$ cat src/rtl/bcd_conv_sched.sv
// ---------------------------------------------------------------------------
// bcd_conv_sched
//
// Two-requester signed binary-to-BCD converter. A small scheduler grants one
// requester at a time; the granted operand is latched and converted with the
// double-dabble algorithm, one iteration per clock, N iterations in total.
// The result is presented as sign + three BCD digits.
//
// Build option:
//   BCD_SCHED_RR_EN  defined   -> round-robin arbitration between requesters
//                    undefined -> fixed priority, requester 0 always wins
//
// Ports:
//   clk      in   rising-edge clock for all state
//   reset    in   synchronous active-high reset
//   req0     in   requester 0 request, held until granted
//   bin0     in   requester 0 operand: [N] sign, [N-1:0] magnitude
//   req1     in   requester 1 request, held until granted
//   bin1     in   requester 1 operand: [N] sign, [N-1:0] magnitude
//   gnt      out  one-hot acceptance pulse (bit0 = req0, bit1 = req1)
//   busy     out  high while a conversion is in progress
//   done     out  one-cycle pulse, bcdOut freshly updated
//   done_id  out  owner of the result flagged by done
//   bcdOut   out  [12] sign, [11:8] hundreds, [7:4] tens, [3:0] ones
// ---------------------------------------------------------------------------
module bcd_conv_sched #(
    parameter int N = 8
) (
    input  logic        clk,
    input  logic        reset,
    input  logic        req0,
    input  logic [N:0]  bin0,
    input  logic        req1,
    input  logic [N:0]  bin1,
    output logic [1:0]  gnt,
    output logic        busy,
    output logic        done,
    output logic        done_id,
    output logic [12:0] bcdOut
);

    localparam int CW = $clog2(N + 1);

    typedef enum logic [1:0] {
        IDLE = 2'd0,
        CONV = 2'd1,
        DONE = 2'd2
    } state_t;

    state_t        state_q,   state_d;
    logic [1:0]    gnt_q,     gnt_d;
    logic [CW-1:0] cnt_q,     cnt_d;
    logic [N-1:0]  mag_q,     mag_d;
    logic          sign_q,    sign_d;
    logic          owner_q,   owner_d;
    logic [11:0]   work_q,    work_d;
    logic [12:0]   bcd_q,     bcd_d;
    logic          done_id_q, done_id_d;
`ifdef BCD_SCHED_RR_EN
    logic          last_q,    last_d;
`endif

    logic          any_req;
    logic          pick_one;
    logic [11:0]   step;

    // One double-dabble iteration: correct every digit that would overflow
    // past 9 after doubling, then shift in the next magnitude bit.
    function automatic logic [11:0] dabble_step(input logic [11:0] w,
                                                input logic        b);
        logic [11:0] a;
        a = w;
        for (int d = 0; d < 3; d++) begin
            if (a[4*d +: 4] >= 4'd5) begin
                a[4*d +: 4] = a[4*d +: 4] + 4'd3;
            end
        end
        return {a[10:0], b};
    endfunction

    // Arbitration. pick_one = 1 selects requester 1. Under round-robin the
    // pointer resets to "last granted 1" so the first contended grant after
    // reset goes to requester 0, matching the fixed-priority build.
    always_comb begin
        any_req = req0 | req1;
`ifdef BCD_SCHED_RR_EN
        pick_one = req1 & (~req0 | ~last_q);
`else
        pick_one = req1 & ~req0;
`endif
    end

    // The magnitude register is shifted left every iteration, so its MSB is
    // always the bit N-1-cnt of the originally latched magnitude.
    assign step = dabble_step(work_q, mag_q[N-1]);

    // Next-state and datapath logic. Requests are only looked at in IDLE or
    // DONE; anything raised during CONV is simply not seen, so nothing is
    // queued. DONE lasts exactly one cycle, which gives the done pulse.
    always_comb begin
        state_d   = state_q;
        gnt_d     = 2'b00;
        cnt_d     = cnt_q;
        mag_d     = mag_q;
        sign_d    = sign_q;
        owner_d   = owner_q;
        work_d    = work_q;
        bcd_d     = bcd_q;
        done_id_d = done_id_q;
`ifdef BCD_SCHED_RR_EN
        last_d    = last_q;
`endif

        case (state_q)
            IDLE, DONE: begin
                if (any_req) begin
                    state_d = CONV;
                    gnt_d   = pick_one ? 2'b10 : 2'b01;
                    mag_d   = pick_one ? bin1[N-1:0] : bin0[N-1:0];
                    sign_d  = pick_one ? bin1[N] : bin0[N];
                    owner_d = pick_one;
                    work_d  = 12'd0;
                    cnt_d   = '0;
`ifdef BCD_SCHED_RR_EN
                    last_d  = pick_one;
`endif
                end else if (state_q == DONE) begin
                    state_d = IDLE;
                end
            end

            CONV: begin
                work_d = step;
                mag_d  = mag_q << 1;
                cnt_d  = cnt_q + CW'(1);
                // The final iteration's result goes straight to the output
                // register so it is visible together with done.
                if (cnt_q == CW'(N - 1)) begin
                    state_d   = DONE;
                    bcd_d     = {sign_q, step};
                    done_id_d = owner_q;
                end
            end

            default: begin
                state_d = IDLE;
            end
        endcase
    end

    // State register with synchronous reset; reset overrides any event.
    always_ff @(posedge clk) begin
        if (reset) begin
            state_q   <= IDLE;
            gnt_q     <= 2'b00;
            cnt_q     <= '0;
            mag_q     <= '0;
            sign_q    <= 1'b0;
            owner_q   <= 1'b0;
            work_q    <= 12'd0;
            bcd_q     <= 13'd0;
            done_id_q <= 1'b0;
`ifdef BCD_SCHED_RR_EN
            last_q    <= 1'b1;
`endif
        end else begin
            state_q   <= state_d;
            gnt_q     <= gnt_d;
            cnt_q     <= cnt_d;
            mag_q     <= mag_d;
            sign_q    <= sign_d;
            owner_q   <= owner_d;
            work_q    <= work_d;
            bcd_q     <= bcd_d;
            done_id_q <= done_id_d;
`ifdef BCD_SCHED_RR_EN
            last_q    <= last_d;
`endif
        end
    end

    assign gnt     = gnt_q;
    assign busy    = (state_q == CONV);
    assign done    = (state_q == DONE);
    assign done_id = done_id_q;
    assign bcdOut  = bcd_q;

endmodule

$ cat config.mk
export PLATFORM = sky130hd
export DESIGN_NAME = bcd_conv_sched
export DESIGN_NICKNAME = d
export VERILOG_FILES = /design/src/rtl/bcd_conv_sched.sv
export SDC_FILE = /design/constraint.sdc
export NUM_CORES = 1
export LEC_CHECK = 0
export CORE_MARGIN = 2
export CORE_UTILIZATION = 35
export DETAILED_ROUTE_END_ITERATION = 6
export PLACE_DENSITY_LB_ADDON = 0.3
export SETUP_SLACK_MARGIN = 0.4
export SKIP_CTS_REPAIR_TIMING = 1
export SLEW_MARGIN = 20
export SYNTH_ARGS = -nofsm -noshare
export SYNTH_HDL_FRONTEND = slang
export SYNTH_SLANG_ARGS = --single-unit
export TNS_END_PERCENT = 1
$ cat constraint.sdc
create_clock -name clk -period 2.1 [get_ports clk]
set_clock_uncertainty 0.05 [all_clocks]
set_input_delay 0.21 -clock clk [delete_from_list [all_inputs] [get_ports clk]]
set_output_delay 0.21 -clock clk [all_outputs]
set_load 0.01 [all_outputs]
### Word level (Yosys, flattened, before mapping)

Cells that the tools add are included.

* logic and storage cells: 51
* bits of input ports: 22
* register bits: 44
* output and inout bits: 18

* mux-type cells: 16
* add/subtract/negate cells: 4
* bitwise gates (word level): 5
* eq/ne operators: 6
* reductions and logical operators: 8
* magnitude comparators: 3

Operators by type and width (count)
* 12-bit one-hot mux with 2 select lines: 1
* 8-bit two-way mux: 2
* 8-bit one-hot mux with 2 select lines: 1
* 4-bit by 3-bit greater-or-equal comparator with 1-bit output, second input constant: 3
* 12-bit two-way mux: 1
* 4-bit two-way mux: 3
* 4-bit by 2-bit adder with 4-bit output, second input constant: 2
* 2-bit two-way mux: 4
* 4-bit one-hot mux with 2 select lines: 1
* 2-bit AND reduction: 4
* 4-bit by 1-bit adder with 4-bit output, second input constant: 1
* 4-bit by 3-bit equality test with 1-bit output, second input constant: 1
* 2-bit one-hot mux with 2 select lines: 1
* 3-bit by 2-bit adder with 3-bit output, second input constant: 1
* 3-bit two-way mux: 1
* 3-bit inequality test, second input constant: 1
* 1-bit NOT: 3
* 3-bit OR reduction: 1
* 2-bit by 1-bit equality test with 1-bit output, second input constant: 1
* 2-bit equality test, second input constant: 1
* 2-bit zero test: 1
* 2-bit by 1-bit inequality test with 1-bit output, second input constant: 1
* 2-bit inequality test, second input constant: 1
* 2-bit nonzero test: 1
* 4 further kinds: 4

### Depth between registers and ports, before layout

Gate-level depths: netlist (run 1).

* depth after elaboration: 5
* gate-level depth with buffers: 6
* mapped depth without buffers: 6

### Worst setup path after synthesis (run 1)

OpenSTA, ideal clock, no wires.

* path type: register to register
* start: register cnt_q[0]
* end: register bcd_q[2] (netlist: bcdOut[2])
* cell stages (with the launch flop): 7
* path buffers: 1
* path slack: 0.616 ns
* setup time: 0.070 ns
* arrival: 1.363 ns
* required time: 1.980 ns
* clock period less this slack: 1.484 ns
* path through: dfxtp_1 ha_1 nand3b_1 or2_1 buf_2 a211o_1 a21oi_1

* longest elaborated chain between the ends: 2

RTL lines
* start, declared: line 52 `logic [CW-1:0] cnt_q, cnt_d;`
* start signal, assigned: line 169 `cnt_q <= cnt_d;`
* 4-bit by 3-bit equality test with 1-bit output: line 138 `if (cnt_q == CW'(N - 1)) begin`
* 2-bit AND reduction (no line)
* end signal, assigned: line 161 `bcd_q <= 13'd0;`
* end signal, assigned: line 174 `bcd_q <= bcd_d;`
* end, declared: line 57 `logic [12:0] bcd_q, bcd_d;`

No other way between the ends.
A chain may end at the register's enable or synchronous reset.

### Final worst setup path (run 1)

* start: register state_q[0]
* end: output port done

* longest elaborated chain between the ends: 1

RTL lines
* start, declared: line 50 `state_t state_q, state_d;`
* start signal, assigned: line 167 `state_q <= state_d;`
* 2-bit equality test: line 184 `assign done = (state_q == DONE);`
* end, declared: line 37 `output logic done,`

No other way between the ends.

==> results.cfg, run 1 <==
[run_status]
run_status = finished, final reports clean

[die]
placeableCoreArea_um2 = 5510
site_row_count = 27
initial_utilization_pct = 36.2
floorplan.die_area_um2 = 6310
floorplan.die.width_um = 79.4
die_h_um = 79.4
ioPinCount = 40

[drt]
drc_violations_left = 0
avgRoutedWirePerCell_um = 13.1
detail-route-antenna-nets = 0
drt_pass1_iterations = 4
detail_route.wirelength_um = 4510
first_iter_violations = 62
routed-via-count = 1741
drt-vias-per-instance = 5.08

[synth]
synth.avg_cell_area_um2 = 8.73
ys_warn_count = 0
synth-seq-area-share_pct = 44.2
synthDominantCellAreaShare_pct = 44.2
postSynthRegisterBits = 44
number_of_distinct_library_cell_variants_in_the_gate_level_netlist_after_synthesis = 39
yosysTopAreaCell = sky130_fd_sc_hd__dfxtp_1
synth.top_cells.by_area = sky130_fd_sc_hd__dfxtp_1, sky130_fd_sc_hd__nand2_1, sky130_fd_sc_hd__a21oi_1
post_syn_area_um2 = 1990
synthCells = 228
synthesis.nets = 257

[worst_setup_path]
required_ns = 1.84
reg2regPathDepth = 6
critPathMaxFanout = 13
endpoint_kind = output pin
r2r_setup_slack_ns = 0.37
setup.worst_path.start = state_q[0]$_SDFFE_PP0P_
worst-endpoint-arrival_ns = 1.51
timing.setup.critical_path_class = flop to output pin
worst_r2r_src = cnt_q[0]$_SDFFE_PP0P_
critical_path.startpoint_type = flop
regToRegEndpoint = bcdOut[4]$_SDFFE_PP0P_
critical_path.endpoint = done

[placement]
gp_congestion = 0.749
dp_hpwl_um = 3180
post_place_worst_slack_ns = 0.325
placedCellCount = 335
dpl_cell_area_um2 = 2470
numPortBuffers = 39

[sta]
maxClockFrequency_mhz = 565
finalWorstSetupSlack_ns = 0.331
max_slew.worst_pin.slew_ns = 0.668
rsz0062_at_grt = true
timing.final.setup_violations = 0
maxSlewHeadroom_pct = 55.3
timing_max_transition_violations_final = 0
hold_viol = 0
finalSetupTns_ns = 0
period_needed_ns = 1.77
min_period_over_period_pct = 84.2

[cts]
cts_tree = yes
insertion_delay_ns = 0.30
cts_buffer_depth = 2
clk_slew_on_worst_s_h_paths_ns = 0.09
numCtsBuffers = 5
cts_max_level = 2
clk_root_buffer_cell = sky130_fd_sc_hd__clkbuf_8
clock_sinks = 44

[global_route]
grt_max_degree = 20
grt_pass1_wl_um = 7380
grt_antenna_before_repair = 0
grt_overflow = 0
globalRouteTotalUtil_pct = 14.7
first_global_vias = 1594

[power_and_ir_drop]
leakage_power_summed_over_all_cells_uw = 0.00101
power_per_cell_area_nw_per_um2 = 650
vdd_ir_drop_max_mv = 0.295
power.total_uw = 1680

[cells_and_area]
design.final.nets = 299
synthToLayoutAreaGrowth_pct = 29.9
fill_cells = 549
post_route_cells_drive_above_1_share_pct = 11.1
n_antenna_cell = 0
final-instance-count-excl-fill = 343
final_standard_cell_area_without_fillers_um2 = 2590

[min_path]
worstHoldPathType = flop to flop

[run]
maxcap_viol_count = 0
[worst min path at each step]
stage / endpoint / cells after the start / start / slack, ns
final: mag_q[3]$_SDFFE_PP0P_ / 2 / mag_q[3]$_SDFFE_PP0P_ / 0.41
after global routing: mag_q[3]$_SDFFE_PP0P_ / 2 / mag_q[3]$_SDFFE_PP0P_ / 0.42
after CTS: mag_q[6]$_SDFFE_PP0P_ / 2 / mag_q[6]$_SDFFE_PP0P_ / 0.41
after detailed placement: bcdOut[12]$_SDFFE_PP0P_ / 2 / bcdOut[12]$_SDFFE_PP0P_ / 0.40
after global placement: mag_q[1]$_SDFFE_PP0P_ / 2 / mag_q[1]$_SDFFE_PP0P_ / 0.39
after floorplan: owner_q$_SDFFE_PP0P_ / 2 / req1 / 0.35
[worst max-delay path: stages, from the launching register on]
cell	delay, ns
sky130_fd_sc_hd__dfxtp_2	0.37
sky130_fd_sc_hd__buf_4	0.19
sky130_fd_sc_hd__nor2b_1	0.11
sky130_fd_sc_hd__clkdlybuf4s50_1	0.53
[per-layer routing]
layer	part of all wire [%]	vias to the layer above	GRT usage (%)
met3	6.1	10	4.30
li1	-	884	-
met5	0	-	0
met1	49	799	20.4
met4	1.9	0	4.31
met2	42	48	22.2
[cells in the mapped netlist]
| cell | n |
|---|---|
| sky130_fd_sc_hd__buf_2 | 4 |
| sky130_fd_sc_hd__ha_1 | 7 |
| sky130_fd_sc_hd__mux2i_1 | 2 |
| sky130_fd_sc_hd__nand3_1 | 3 |
| sky130_fd_sc_hd__nand2b_1 | 3 |
| sky130_fd_sc_hd__nor3b_2 | 1 |
| sky130_fd_sc_hd__a21o_1 | 5 |
| sky130_fd_sc_hd__buf_6 | 2 |
| sky130_fd_sc_hd__a21oi_1 | 20 |
| sky130_fd_sc_hd__inv_1 | 10 |
| sky130_fd_sc_hd__inv_2 | 1 |
| sky130_fd_sc_hd__buf_1 | 1 |
| sky130_fd_sc_hd__clkbuf_1 | 5 |
| sky130_fd_sc_hd__a211o_1 | 1 |
| sky130_fd_sc_hd__a221oi_1 | 7 |
| sky130_fd_sc_hd__nand3b_1 | 1 |
| sky130_fd_sc_hd__o21ai_0 | 11 |
| sky130_fd_sc_hd__nor2_1 | 20 |
| sky130_fd_sc_hd__and2_1 | 2 |
| sky130_fd_sc_hd__nand2b_4 | 1 |
| sky130_fd_sc_hd__xnor2_1 | 4 |
| sky130_fd_sc_hd__a22oi_1 | 1 |
| sky130_fd_sc_hd__mux2_2 | 1 |
| sky130_fd_sc_hd__and3_1 | 6 |
| sky130_fd_sc_hd__nand4_1 | 1 |
| sky130_fd_sc_hd__nor3_1 | 5 |
| sky130_fd_sc_hd__or3_4 | 1 |
| sky130_fd_sc_hd__or2_1 | 1 |
| sky130_fd_sc_hd__a221o_1 | 3 |
| sky130_fd_sc_hd__nor2b_1 | 2 |
| sky130_fd_sc_hd__a22o_2 | 3 |
| sky130_fd_sc_hd__a211oi_1 | 7 |
| sky130_fd_sc_hd__o221a_2 | 1 |
| sky130_fd_sc_hd__a22o_1 | 2 |
| sky130_fd_sc_hd__dfxtp_1 | 44 |
| sky130_fd_sc_hd__a21oi_4 | 1 |
| sky130_fd_sc_hd__nand2_2 | 1 |
| sky130_fd_sc_hd__nor3b_1 | 6 |
| sky130_fd_sc_hd__nand2_1 | 31 |
[placed cells by master, fill, tap and decap left out, types with 2 or more instances in the layout]
| cell | count |
|---|---|
| sky130_fd_sc_hd__dfxtp_1 | 43 |
| sky130_fd_sc_hd__clkdlybuf4s50_1 | 39 |
| sky130_fd_sc_hd__nand2_1 | 31 |
| sky130_fd_sc_hd__a21oi_1 | 20 |
| sky130_fd_sc_hd__nor2_1 | 20 |
| sky130_fd_sc_hd__o21ai_0 | 11 |
| sky130_fd_sc_hd__inv_1 | 10 |
| sky130_fd_sc_hd__buf_4 | 8 |
| sky130_fd_sc_hd__a221oi_1 | 7 |
| sky130_fd_sc_hd__ha_1 | 7 |
| sky130_fd_sc_hd__nor3b_1 | 6 |
| sky130_fd_sc_hd__a211oi_1 | 6 |
| sky130_fd_sc_hd__and3_1 | 6 |
| sky130_fd_sc_hd__nor3_1 | 5 |
| sky130_fd_sc_hd__a21o_1 | 5 |
| sky130_fd_sc_hd__clkbuf_8 | 5 |
| sky130_fd_sc_hd__xnor2_1 | 4 |
| sky130_fd_sc_hd__nand2b_1 | 3 |
| sky130_fd_sc_hd__nand3_1 | 3 |
| sky130_fd_sc_hd__a221o_1 | 3 |
| sky130_fd_sc_hd__a22o_2 | 3 |
| sky130_fd_sc_hd__nor2b_1 | 2 |
| sky130_fd_sc_hd__and2_1 | 2 |
| sky130_fd_sc_hd__a22o_1 | 2 |
| sky130_fd_sc_hd__mux2i_1 | 2 |
[state kept, by name (all words and copies together) (netlist names)]
register / cells
owner_q: 1
mag_q: 8
work_q: 12
sign_q: 1
state_q: 2
cnt_q: 4
done_id: 1
bcdOut: 13
gnt: 2
[kinds of logic (layout without fill, tap and decap cells)]
group / Yosys count / after routing / share of synthesized area (%)
AO/OA/AOI/OAI: 62 / 62 / 21.5
XOR/XNOR: 4 / 4 / 1.76
adder cells (fa/ha/maj): 7 / 7 / 4.40
buffers and inverters: 23 / 66 / 5.34
flip-flops: 44 / 44 / 44.2
multiplexers: 3 / 3 / 1.57
AND/OR/NAND/NOR: 85 / 85 / 21.2
[area by class of cell]
cell class	count	area [µm²]	share of cell area [%]
Inverter	11	41.3	1.60
Sequential cell	44	882	34.1
Multi-Input combinational cell	161	1010	39.1
Clock inverter	3	42.5	1.64
Tap cell	72	90.1	3.48
Timing Repair Buffer	47	450	17.4
Clock buffer	5	68.8	2.66
[per-stage QoR]
step	utilization (%)	hold WS [ns]
after floorplan	-	0.351
after global placement	44.8	0.389
after detailed placement	44.8	0.398
after CTS	46.8	0.410
after global routing	47.0	0.425
final	47.0	0.407
[report_power, final]
group          leakage [µW]  switching [µW]  internal, µW
Combinational      0.000600            75.9          82.8
Clock             0.0000541             300           352
Sequential         0.000357            16.2           855
Total               0.00101             392          1290
(Power assumes the default switching activity.)
==> run 2: changes to the inputs <==
- clock period: 2.1 -> 1.7 ns (I/O delays scaled with it)
==> results.cfg, run 2 (synthesis results as in run 1) <==
[run_status]
run_status = finished, final reports clean

[drt]
detail_route.wirelength_um = 4520
detail-route-antenna-nets = 0
first_iter_violations = 60
routed-via-count = 1718
drt_pass1_iterations = 4
avgRoutedWirePerCell_um = 13.0
drc_violations_left = 0
drt-vias-per-instance = 4.92

[worst_setup_path]
reg2regPathDepth = 5
worst_r2r_src = cnt_q[0]$_SDFFE_PP0P_
endpoint_kind = flop
cp_top_family = simple AND/OR/NAND/NOR gates
slowest_stage = sky130_fd_sc_hd__dfxtp_4
critical_path.cell_chain = ha_4 > nand3b_1 > or2_4 > a211oi_1 > nor3_1
r2r_setup_slack_ns = 0.21
required_ns = 1.82
critPathMaxFanout = 11
timing.setup.critical_path_class = flop to flop
critPathMaxStageDelay_ns = 0.38
critical_path.startpoint_type = flop
regToRegEndpoint = bcdOut[11]$_SDFFE_PP0P_
worst-endpoint-arrival_ns = 1.62
cp_buf_inv_count = 0

[sta]
finalWorstSetupSlack_ns = 0.208
maxClockFrequency_mhz = 670
min_period_over_period_pct = 87.8
timing.final.setup_violations = 0
max_slew.worst_pin.slew_ns = 0.650
maxSlewHeadroom_pct = 56.5
timing_max_transition_violations_final = 0
hold_viol = 0
rsz0062_at_grt = true
period_needed_ns = 1.49
finalSetupTns_ns = 0

[cells_and_area]
n_antenna_cell = 0
final_common_cell = sky130_fd_sc_hd__dfxtp_1
largest_register_ffs = 13
layout_common_cells = sky130_fd_sc_hd__dfxtp_1, sky130_fd_sc_hd__clkdlybuf4s50_1, sky130_fd_sc_hd__nand2_1
finish.utilization_pct = 48.6
design.final.nets = 305
final_standard_cell_area_without_fillers_um2 = 2680
synthToLayoutAreaGrowth_pct = 34.4
post_route_cells_drive_above_1_share_pct = 14.8

[placement]
gp_congestion = 0.774
dp_hpwl_um = 3390
dpl_cell_area_um2 = 2550
post_place_worst_slack_ns = 0.00967
numPortBuffers = 39

[cts]
clock_sinks = 44
cts_max_level = 2
numCtsBuffers = 5
cts_tree = yes
cts_buffer_depth = 2
clk_root_buffer_cell = sky130_fd_sc_hd__clkbuf_8
insertion_delay_ns = 0.29
clk_slew_on_worst_s_h_paths_ns = 0.08

[power_and_ir_drop]
vdd_ir_drop_max_mv = 0.611
power_per_cell_area_nw_per_um2 = 744
leakage_power_summed_over_all_cells_uw = 0.00107

[min_path]
worstHoldPathType = flop to flop
worstHoldPathCells = 2
worst_hold_path.endpoint = mag_q[1]$_SDFFE_PP0P_
holdCritStartpoint = mag_q[1]$_SDFFE_PP0P_

[global_route]
first_global_vias = 1727
grt_max_degree = 14
grt_overflow = 0
globalRouteTotalUtil_pct = 15.8
grt_pass1_wl_um = 7910
grt_antenna_before_repair = 0

[die]
initial_utilization_pct = 36.2
floorplan.die_area_um2 = 6310
ioPinCount = 40
floorplan.die.width_um = 79.4
die_h_um = 79.4
site_row_count = 27
placeableCoreArea_um2 = 5510

[run]
maxcap_viol_count = 0
run 2: cell count changes in the layout (fill, tap and decap cells not counted), sizes merged:
cell	change
buf	+6
bufinv	-1
clkdlybuf4s50	-2
dlymetal6s2s	+2
clkinvlp	-1
clkinv	-1
clkbuf	+3
run 2: how the worst max path moves through the flow:
stage                             from                      end  depth (start not counted)
2_1_floorplan    cnt_q[0]$_SDFFE_PP0P_   bcdOut[2]$_SDFFE_PP0P_                          6
3_3_place_gp                      req0    mag_q[5]$_SDFFE_PP0P_                          5
3_5_place_dp                      req0    mag_q[5]$_SDFFE_PP0P_                          5
4_1_cts        state_q[0]$_SDFFE_PP0P_                     done                          3
5_1_grt         work_q[0]$_SDFFE_PP0P_   bcdOut[4]$_SDFFE_PP0P_                          6
6_report         cnt_q[0]$_SDFFE_PP0P_  bcdOut[11]$_SDFFE_PP0P_                          5
run 2: power breakdown:
| group | switching, µW | leakage, µW | internal, µW |
|---|---|---|---|
| combinational | 96.3 | 0.000662 | 113 |
| sequential | 20.5 | 0.000360 | 1060 |
| clock | 334 | 0.0000515 | 371 |
| total | 450 | 0.00107 | 1540 |
run 2: per-layer routing:
| metal | global-route usage (%) | part of all wire (%) |
|---|---|---|
| met5 | 0 | 0 |
| met4 | 3.62 | 0.53 |
| met3 | 4.98 | 5.4 |
| met2 | 25.9 | 45 |
| met1 | 20.3 | 49 |
run 2: stage by stage:
stage | total power, µW | hold WS, ns | instances
2_1_floorplan | 1210 | 0.311 | 228
6_report | 1990 | 0.402 | 349
3_5_place_dp | 1310 | 0.391 | 341
3_3_place_gp | 1310 | 0.387 | 341
5_1_grt | 2090 | 0.419 | 349
4_1_cts | 2010 | 0.402 | 349
run 2: cell type report:
class | instances | area, µm²
flip-flops and latches | 44 | 892
inverters | 11 | 41.3
well taps | 72 | 90.1
multi-input cells | 161 | 1030
fillers | 544 | 2830
repair buffers | 53 | 526
clock buffers | 8 | 100
run 2: worst min-delay path, delay by kind of cell (launching register included):
kind | cells | cell delay, ns
simple gates | 1 | 0.05
compound gates | 1 | 0.05
flops | 1 | 0.31
==> run 3: changes to the inputs <==
- clock period: 1.7 -> 1.51 ns (I/O delays scaled with it)
==> results.cfg, run 3 (synthesis results as in run 1) <==
[run_status]
run_status = finished, final reports clean

[die]
site_row_count = 27
floorplan.die_area_um2 = 6310
floorplan.die.width_um = 79.4
ioPinCount = 40
placeableCoreArea_um2 = 5510
die_h_um = 79.4
initial_utilization_pct = 36.2

[global_route]
grt_max_degree = 17
grt_overflow = 0
grt_antenna_before_repair = 0
first_global_vias = 1800
globalRouteTotalUtil_pct = 16.8
grt_pass1_wl_um = 8250

[placement]
dpl_cell_area_um2 = 2710
placedCellCount = 363
gp_congestion = 0.775
numPortBuffers = 39
dp_hpwl_um = 3620

[min_path]
worstHoldPathType = flop to flop
worst_hold_path.endpoint = done_id$_SDFFE_PP0P_
holdCritStartpoint = owner_q$_SDFFE_PP0P_
worstHoldPathCells = 2

[drt]
detail-route-antenna-nets = 0
detail_route.wirelength_um = 5090
routed-via-count = 1858
drt_pass1_iterations = 4
first_iter_violations = 89
avgRoutedWirePerCell_um = 13.6
drt-vias-per-instance = 4.98
drc_violations_left = 0

[cells_and_area]
n_antenna_cell = 0
layout_common_cells = sky130_fd_sc_hd__clkdlybuf4s50_1, sky130_fd_sc_hd__dfxtp_1, sky130_fd_sc_hd__buf_4
final_common_cell = sky130_fd_sc_hd__clkdlybuf4s50_1
largest_register_ffs = 13
fill_cells = 498
synthToLayoutAreaGrowth_pct = 47.8
final_standard_cell_area_without_fillers_um2 = 2940
post_route_cells_drive_above_1_share_pct = 28.6
design.final.nets = 329
final-instance-count-excl-fill = 373
final-seq-area_um2 = 896
multi_input_comb_area_um2 = 1120

[sta]
timing_max_transition_violations_final = 0
period_needed_ns = 1.42
min_period_over_period_pct = 93.9
maxSlewHeadroom_pct = 73.7
finalSetupTns_ns = 0
max_slew.worst_pin.slew_ns = 0.393
hold_viol = 0
fin_worst_hold_slack_ns = 0.402
timing.final.setup_violations = 0
rsz0062_at_grt = true
maxClockFrequency_mhz = 705

[worst_setup_path]
critPathMaxFanout = 10
reg2regPathDepth = 5
regToRegEndpoint = bcdOut[3]$_SDFFE_PP0P_
r2r_setup_slack_ns = 0.09
timing.setup.critical_path_class = flop to flop
worst-endpoint-arrival_ns = 1.56
setup.worst_path.start = cnt_q[1]$_SDFFE_PP0P_
worst_r2r_src = cnt_q[1]$_SDFFE_PP0P_
endpoint_kind = flop
required_ns = 1.66
critical_path.startpoint_type = flop

[power_and_ir_drop]
power_per_cell_area_nw_per_um2 = 773
power.total_uw = 2270
vdd_ir_drop_max_mv = 0.395
leakage_power_summed_over_all_cells_uw = 0.00119

[cts]
cts_tree = yes
cts_buffer_depth = 2
numCtsBuffers = 5
clk_slew_on_worst_s_h_paths_ns = 0.09
clk_root_buffer_cell = sky130_fd_sc_hd__clkbuf_8
insertion_delay_ns = 0.30
cts_max_level = 2
clock_sinks = 44

[run]
maxcap_viol_count = 0
## run 3: cell count changes in the layout (fill, tap and decap cells not counted), moves of 3 or more
| cell | previous run | this run |
|---|---|---|
| sky130_fd_sc_hd__buf_4 | 12 | 35 |
| sky130_fd_sc_hd__dfxtp_1 | 39 | 36 |
| sky130_fd_sc_hd__dfxtp_2 | 3 | 6 |
| sky130_fd_sc_hd__inv_1 | 10 | 6 |
| sky130_fd_sc_hd__inv_2 | 1 | 5 |
## run 3: how the worst max path moves through the flow
stage,end,slack [ns],cells past startpoint
after CTS,done,-0.22,3
final,bcdOut[3]$_SDFFE_PP0P_,0.09,5
after global placement,mag_q[5]$_SDFFE_PP0P_,-0.13,5
after global routing,bcdOut[2]$_SDFFE_PP0P_,0.02,6
after detailed placement,mag_q[6]$_SDFFE_PP0P_,-0.21,5
after floorplan,bcdOut[2]$_SDFFE_PP0P_,0.10,6
## run 3: power breakdown
| part | internal [µW] | switching, µW |
|---|---|---|
| clock | 372 | 422 |
| combinational | 148 | 123 |
| sequential | 1190 | 19.5 |
| total | 1710 | 564 |
## run 3: area by class of cell
type / instances / area share [%]
Multi-Input combinational cell: 161 / 38.2
Sequential cell: 44 / 30.5
Timing Repair Buffer: 77 / 23.6
Tap cell: 72 / 3.06
Clock buffer: 6 / 2.81
Inverter: 11 / 1.40
Clock inverter: 2 / 0.468
## run 3: metrics by stage
stage	util [%]	worst slack, ns
floorplan	-	0.101
global placement	49.1	-0.135
detailed placement	49.1	-0.212
CTS	50.9	-0.219
global route	53.4	0.0165
finish	53.4	0.0917
## run 3: worst max-delay path, cell delays in order (launching register included)
cell                       delay, ns
sky130_fd_sc_hd__dfxtp_2        0.36
sky130_fd_sc_hd__ha_4           0.13
sky130_fd_sc_hd__nand3b_1       0.09
sky130_fd_sc_hd__or2_4          0.33
sky130_fd_sc_hd__a211oi_1       0.27
sky130_fd_sc_hd__nor3_1         0.08
## run 3: metal layers
| metal | vias to the layer above | part of all wire (%) | GRT usage [%] |
|---|---|---|---|
| met2 | 48 | 47 | 28.6 |
| met3 | 10 | 5.6 | 4.30 |
| li1 | 943 | - | - |
| met1 | 857 | 45 | 20.8 |
| met4 | 0 | 2.0 | 5.69 |
| met5 | - | 0 | 0 |
